File: src/rtl/vid_sync_delay_line.sv
// ============================================================================
// Module      : vid_sync_delay_line
// Description : Runtime-selectable sync/trigger delay line with frame-synchronous
//               delay changes, blanked refill and HV-trigger test-cursor overlay.
// Revision    : 1.0 - initial release
// ============================================================================
`default_nettype none

module vid_sync_delay_line #(
    parameter int MAX_DELAY     = 16,
    parameter int DELAY_BITS    = 7,
    parameter int DEFAULT_DELAY = 12,
    parameter int TRIG_WIDTH    = 48,
    parameter int CURSOR_TRIGS  = 4
) (
    input  logic                  clk,
    input  logic                  reset,
    input  logic [3:0]            pc_ena,
    input  logic [DELAY_BITS-1:0] delay_sel,
    input  logic                  cursor_ena,
    input  logic [23:0]           cursor_rgb,
    input  logic                  hde_in,
    input  logic                  vde_in,
    input  logic                  hs_in,
    input  logic                  vs_in,
    input  logic [TRIG_WIDTH-1:0] HV_triggers_in,
    input  logic [7:0]            red_in,
    input  logic [7:0]            green_in,
    input  logic [7:0]            blue_in,
    output logic                  hde_out,
    output logic                  vde_out,
    output logic                  hs_out,
    output logic                  vs_out,
    output logic [TRIG_WIDTH-1:0] HV_triggers_out,
    output logic [7:0]            red,
    output logic [7:0]            green,
    output logic [7:0]            blue,
    output logic [DELAY_BITS-1:0] delay_active,
    output logic                  pipe_valid
);

    localparam int                    c_ENTRY_W = TRIG_WIDTH + 4;
    localparam logic [DELAY_BITS-1:0] c_ONE     = DELAY_BITS'(1);
    localparam logic [DELAY_BITS-1:0] c_MAX_D   = DELAY_BITS'(MAX_DELAY);
    localparam logic [DELAY_BITS-1:0] c_DEF_D   = DELAY_BITS'(DEFAULT_DELAY);

    localparam logic [0:0] c_ST_FILL = 1'b0;
    localparam logic [0:0] c_ST_RUN  = 1'b1;

    logic [c_ENTRY_W-1:0]  r_pipe [MAX_DELAY];
    logic [DELAY_BITS-1:0] r_delay;
    logic [DELAY_BITS-1:0] r_fill_cnt;
    logic [0:0]            r_state;
    logic                  r_vs_prev;

    logic                  w_step;
    logic [c_ENTRY_W-1:0]  w_entry_in;
    logic [c_ENTRY_W-1:0]  w_tap;
    logic                  w_tap_hde;
    logic                  w_tap_vde;
    logic                  w_tap_hs;
    logic                  w_tap_vs;
    logic [TRIG_WIDTH-1:0] w_tap_trig;
    logic [DELAY_BITS-1:0] w_clamped;
    logic                  w_vs_rise;
    logic                  w_reload;
    logic                  w_run;
    logic                  w_cursor_hit;
    logic [23:0]           w_base_rgb;
    logic [23:0]           w_rgb;

    assign w_step     = (pc_ena == 4'd0);
    assign w_entry_in = {hde_in, vde_in, hs_in, vs_in, HV_triggers_in};
    assign w_run      = (r_state == c_ST_RUN);

    // r_pipe[0] holds the sample from the previous pixel step, so tap D-1 yields step n-D
    always_ff @(posedge clk or posedge reset) begin
        if (reset) begin
            for (int i = 0; i < MAX_DELAY; i++) begin
                r_pipe[i] <= '0;
            end
        end else if (w_step) begin
            r_pipe[0] <= w_entry_in;
            for (int i = 1; i < MAX_DELAY; i++) begin
                r_pipe[i] <= r_pipe[i-1];
            end
        end
    end

    always_comb begin
        w_tap = r_pipe[0];
        for (int i = 0; i < MAX_DELAY; i++) begin
            if (r_delay == DELAY_BITS'(i + 1)) begin
                w_tap = r_pipe[i];
            end
        end
    end

    assign w_tap_hde  = w_tap[c_ENTRY_W-1];
    assign w_tap_vde  = w_tap[c_ENTRY_W-2];
    assign w_tap_hs   = w_tap[c_ENTRY_W-3];
    assign w_tap_vs   = w_tap[c_ENTRY_W-4];
    assign w_tap_trig = w_tap[TRIG_WIDTH-1:0];

    always_comb begin
        w_clamped = delay_sel;
        if (delay_sel == '0) begin
            w_clamped = c_ONE;
        end else if (delay_sel > c_MAX_D) begin
            w_clamped = c_MAX_D;
        end
    end

    assign w_vs_rise = vs_in & ~r_vs_prev;
    assign w_reload  = w_vs_rise && (w_clamped != r_delay);

    // A reload wins over the fill countdown, so a new edge during FILL restarts it
    always_ff @(posedge clk or posedge reset) begin
        if (reset) begin
            r_delay    <= c_DEF_D;
            r_fill_cnt <= c_DEF_D;
            r_state    <= c_ST_FILL;
            r_vs_prev  <= 1'b0;
        end else if (w_step) begin
            r_vs_prev <= vs_in;
            if (w_reload) begin
                r_delay    <= w_clamped;
                r_fill_cnt <= w_clamped;
                r_state    <= c_ST_FILL;
            end else if (r_state == c_ST_FILL) begin
                if (r_fill_cnt != '0) begin
                    r_fill_cnt <= r_fill_cnt - c_ONE;
                end
                if (r_fill_cnt <= c_ONE) begin
                    r_state <= c_ST_RUN;
                end
            end
        end
    end

    assign w_cursor_hit = cursor_ena & (|w_tap_trig[CURSOR_TRIGS-1:0]);
    assign w_base_rgb   = {red_in, green_in, blue_in};
    assign w_rgb        = w_cursor_hit ? (w_base_rgb | cursor_rgb) : w_base_rgb;

    always_ff @(posedge clk or posedge reset) begin
        if (reset) begin
            hde_out         <= 1'b0;
            vde_out         <= 1'b0;
            hs_out          <= 1'b0;
            vs_out          <= 1'b0;
            HV_triggers_out <= '0;
            red             <= 8'd0;
            green           <= 8'd0;
            blue            <= 8'd0;
        end else if (w_step) begin
            hs_out          <= w_tap_hs;
            vs_out          <= w_tap_vs;
            hde_out         <= w_run & w_tap_hde;
            vde_out         <= w_run & w_tap_vde;
            HV_triggers_out <= w_run ? w_tap_trig : '0;
            {red, green, blue} <= w_run ? w_rgb : 24'd0;
        end
    end

    assign delay_active = r_delay;
    assign pipe_valid   = w_run;

endmodule

`default_nettype wire

File: config.mk
export PLATFORM = sky130hd
export DESIGN_NAME = vid_sync_delay_line
export DESIGN_NICKNAME = d
export VERILOG_FILES = /design/src/rtl/vid_sync_delay_line.sv
export SDC_FILE = /design/constraint.sdc
export NUM_CORES = 2
export LEC_CHECK = 0
export CORE_AREA = 2 2 268 270
export CTS_CLUSTER_SIZE = 8
export DETAILED_ROUTE_END_ITERATION = 8
export DIE_AREA = 0 0 270 272
export HOLD_SLACK_MARGIN = 0.12
export PLACE_DENSITY = 0.75
export SYNTH_ARGS = -nofsm -noshare
export SYNTH_HDL_FRONTEND = slang
export SYNTH_SLANG_ARGS = --single-unit
File: constraint.sdc
create_clock -name clk -period 39.4 [get_ports clk]
set_clock_uncertainty 0.15 [all_clocks]
set_input_delay 7.88 -clock clk [delete_from_list [all_inputs] [get_ports clk]]
set_output_delay 7.88 -clock clk [all_outputs]
set_load 0.01 [all_outputs]
==> metrics <==
placer's final routability congestion estimate 0.834; CTS tree yes; final setup TNS 0 ns; HP Class reg -> reg; GR Util All Layers 0.308; Setup Buffers After CTS 0; Cell Area, Synth 42000 sq um; Initial DRT Pass Iterations 7; initial antenna violation count 0; routed wire length 112000 um; Setup Viol. Count Final 0; clk sink count 923; worst-skew pair later-pin latency 0.71 ns; adder-cell area share of the yosys netlist 0.000596; Synth Instances 4880; Most used DFF post-synth dfrtp_1; Starting Density 0.593; commonest cells in the netlist nand2_1 (2560), dfrtp_1 (919), clkbuf_1 (267), o21ai_0 (197), mux2i_1 (114); Crit Path Category in -> reg; worst-path maximum fanout 97; Synth cell types 68; post-route cell area 47900 sq um; Pwr per Cell Area 51.1 nW/um^2; number of synthesized register bits 923; drt drc 0; initial detailed-routing violation count 4237; Root Buffer clkbuf_16; vias in the first global route 32300; number of synthesized flops with an enable pin 0; Mapped Nets 4996; Post-Synth Simple-Gate Area 0.258; share of layout cells above drive strength 1 0.0648; dpl hpwl 67400 um; Placed Cells 5755; Critical Path Start Type input pin; Final Cycle Share 0.317; Slew Limit Headroom 0.173; post-synthesis sequential area ratio 0.550; top cells by area, synth dfrtp_1 (55%), nand2_1 (23%), mux2i_1 (2.7%), clkbuf_1 (2.4%), o21ai_0 (2.3%); CP Capture Type flip-flop; GR Overflow Total 0; Async SR Flop Fraction 1.00; Fmax achieved 80.0 MHz; core area 70800 sq um; Diodes inserted 0; Peak VDD IR 36.3 uV; Max Cap Viol 0; Die Width 270 um; CTS Buffer Depth 3; Layout Cells excl Fill 5916; Top Ports 198; Via Count 34500; Die Height 272 um; antenna viol nets, final 0; WL/cell 19.0 um; Tmin final 12.50 ns; leading area contributor after synthesis dfrtp_1; DP Area 44200 sq um; mux cell area share after synthesis 0.0545; final net count 5056; Final Power 2450 uW; Reg clk slew, reported paths 0.05 ns; syn avg cell area 8.60 sq um; total CTS buffers 133; row count 98; IO Port Bufs 197; Die Footprint 73400 sq um; Fill cells 5605; area growth from synthesis to layout 14.0%; count leader, synth nand2_1; first-pass GRT wire length 181000 um; CP required 39.89 ns; CTS Hold Bufs 0; vias per cell 5.84; max-slew violations 0; Least-Margin Pin Slew 1.24 ns; status finished, final reports clean; main combinational cell family by area after synthesis simple AND/OR/NAND/NOR gates; post-synthesis xor/xnor area fraction 0.00104; Compound-Gate Fraction of Synth Area 0.101; largest net degree at the start of global routing 229; CP arrival 12.99 ns; synth warn 0; Static Leak 0.0244 uW; H-tree levels 4; top cell type's share of synthesized area 0.548; cts repair resizes 0; RSZ-0062 raised after global routing no; Final Hold Fails 0
-- flip-flops by register name (all words and copies together), names as in the netlist --
register	flops
red	8
HV_triggers_out	48
hde_out	1
blue	8
pipe_valid	1
delay_active	7
vde_out	1
hs_out	1
green	8
r_pipe	832
r_fill_cnt	7
vs_out	1
-- metrics by stage --
stage	utilization	setup slack, ns	hold slack [ns]
global placement	0.625	26.31	0.302
CTS	0.677	26.98	0.317
global route	0.677	26.64	0.340
detailed placement	0.625	26.29	0.305
finish	0.677	26.90	0.315
floorplan	-	5.42	0.288
-- final cells by class --
cell class | instances | area (sq um) | share of cell area
clock inverters | 10 | 113 | 0.00235
flip-flops and latches | 923 | 23100 | 0.483
clock buffers | 151 | 3520 | 0.0736
repair buffers | 255 | 2430 | 0.0508
multi-input cells | 3619 | 17500 | 0.365
inverters | 8 | 37.5 | 0.000784
well taps | 950 | 1190 | 0.0248
-- power breakdown --
part           switching [uW]  internal (uW)
sequential               72.9           1030
combinational             199            120
clock                     397            623
total                     669           1780
-- cells by family (layout without fill, tap and decap cells) --
group | count (synthesis) | after routing
AOI/OAI and AO/OA | 642 | 642
xor gates and xnor gates | 5 | 5
adders and majority gates | 2 | 2
buffers and inverters | 338 | 424
DFF | 923 | 923
muxes | 187 | 187
and+or+nand+nor | 2783 | 2783
-- routing by layer --
layer | wire length, um | vias up | global-route usage
met5 | 0 | - | 0
met4 | 2100 | 0 | 0.0848
met3 | 9780 | 129 | 0.0644
met2 | 49000 | 1418 | 0.436
met1 | 51600 | 16900 | 0.483
li1 | - | 16100 | -
-- worst max-delay path, stage by stage --
cell and delay [ns]:
clkdlybuf4s50_1 0.50, or4_4 0.70, buf_4 0.86, buf_4 0.91
buf_4 0.81, buf_4 0.88, nand2_1 0.19, nand2_1 0.12
-- layout by cell type, fill, tap and decap left out, types with 5 or more instances in the layout --
| master | Yosys | layout |
|---|---|---|
| nand2_1 | 2560 | 2560 |
| dfrtp_1 | 919 | 917 |
| o21ai_0 | 197 | 197 |
| clkdlybuf4s50_1 | 0 | 197 |
| clkbuf_16 | 0 | 139 |
| mux2i_1 | 114 | 114 |
| a21oi_1 | 108 | 108 |
| nor2_1 | 77 | 74 |
| buf_4 | 28 | 56 |
| a221oi_1 | 50 | 50 |
| a31oi_1 | 44 | 44 |
| mux2_2 | 43 | 43 |
| and3_1 | 30 | 30 |
| a22oi_1 | 30 | 30 |
| a211oi_1 | 29 | 29 |
| mux4_2 | 29 | 29 |
| o221ai_1 | 28 | 28 |
| nand3_1 | 28 | 27 |
| o211ai_1 | 26 | 26 |
| a21boi_0 | 24 | 24 |
| o22a_1 | 22 | 22 |
| o22ai_1 | 17 | 17 |
| nor3_1 | 17 | 16 |
| nand4_1 | 16 | 16 |
| a22o_1 | 15 | 15 |
| nor2b_1 | 12 | 12 |
| a221o_1 | 12 | 12 |
| clkbuf_1 | 267 | 12 |
| o21ai_1 | 11 | 11 |
| a221oi_2 | 7 | 7 |
| inv_1 | 7 | 6 |
| nand2b_1 | 6 | 6 |
| and2_1 | 6 | 6 |
| inv_6 | 0 | 6 |
| nor2_2 | 4 | 5 |
| nor3_4 | 5 | 5 |
-- final timing paths --
kind	start	to	slack, ns	cells after the start
worst max register to register	delay_active[1]	hs_out	34.35	8
worst min register to register	r_pipe[49]	r_pipe[49]	0.32	2
max in group asynchronous	reset	r_pipe[753]	28.23	5
worst min-delay path	r_pipe[49]	r_pipe[49]	0.32	2
min in group asynchronous	reset	red[7]	7.59	2
worst max-delay path	pc_ena[1]	r_pipe[519]	26.90	8
(Power assumes the default switching activity.)
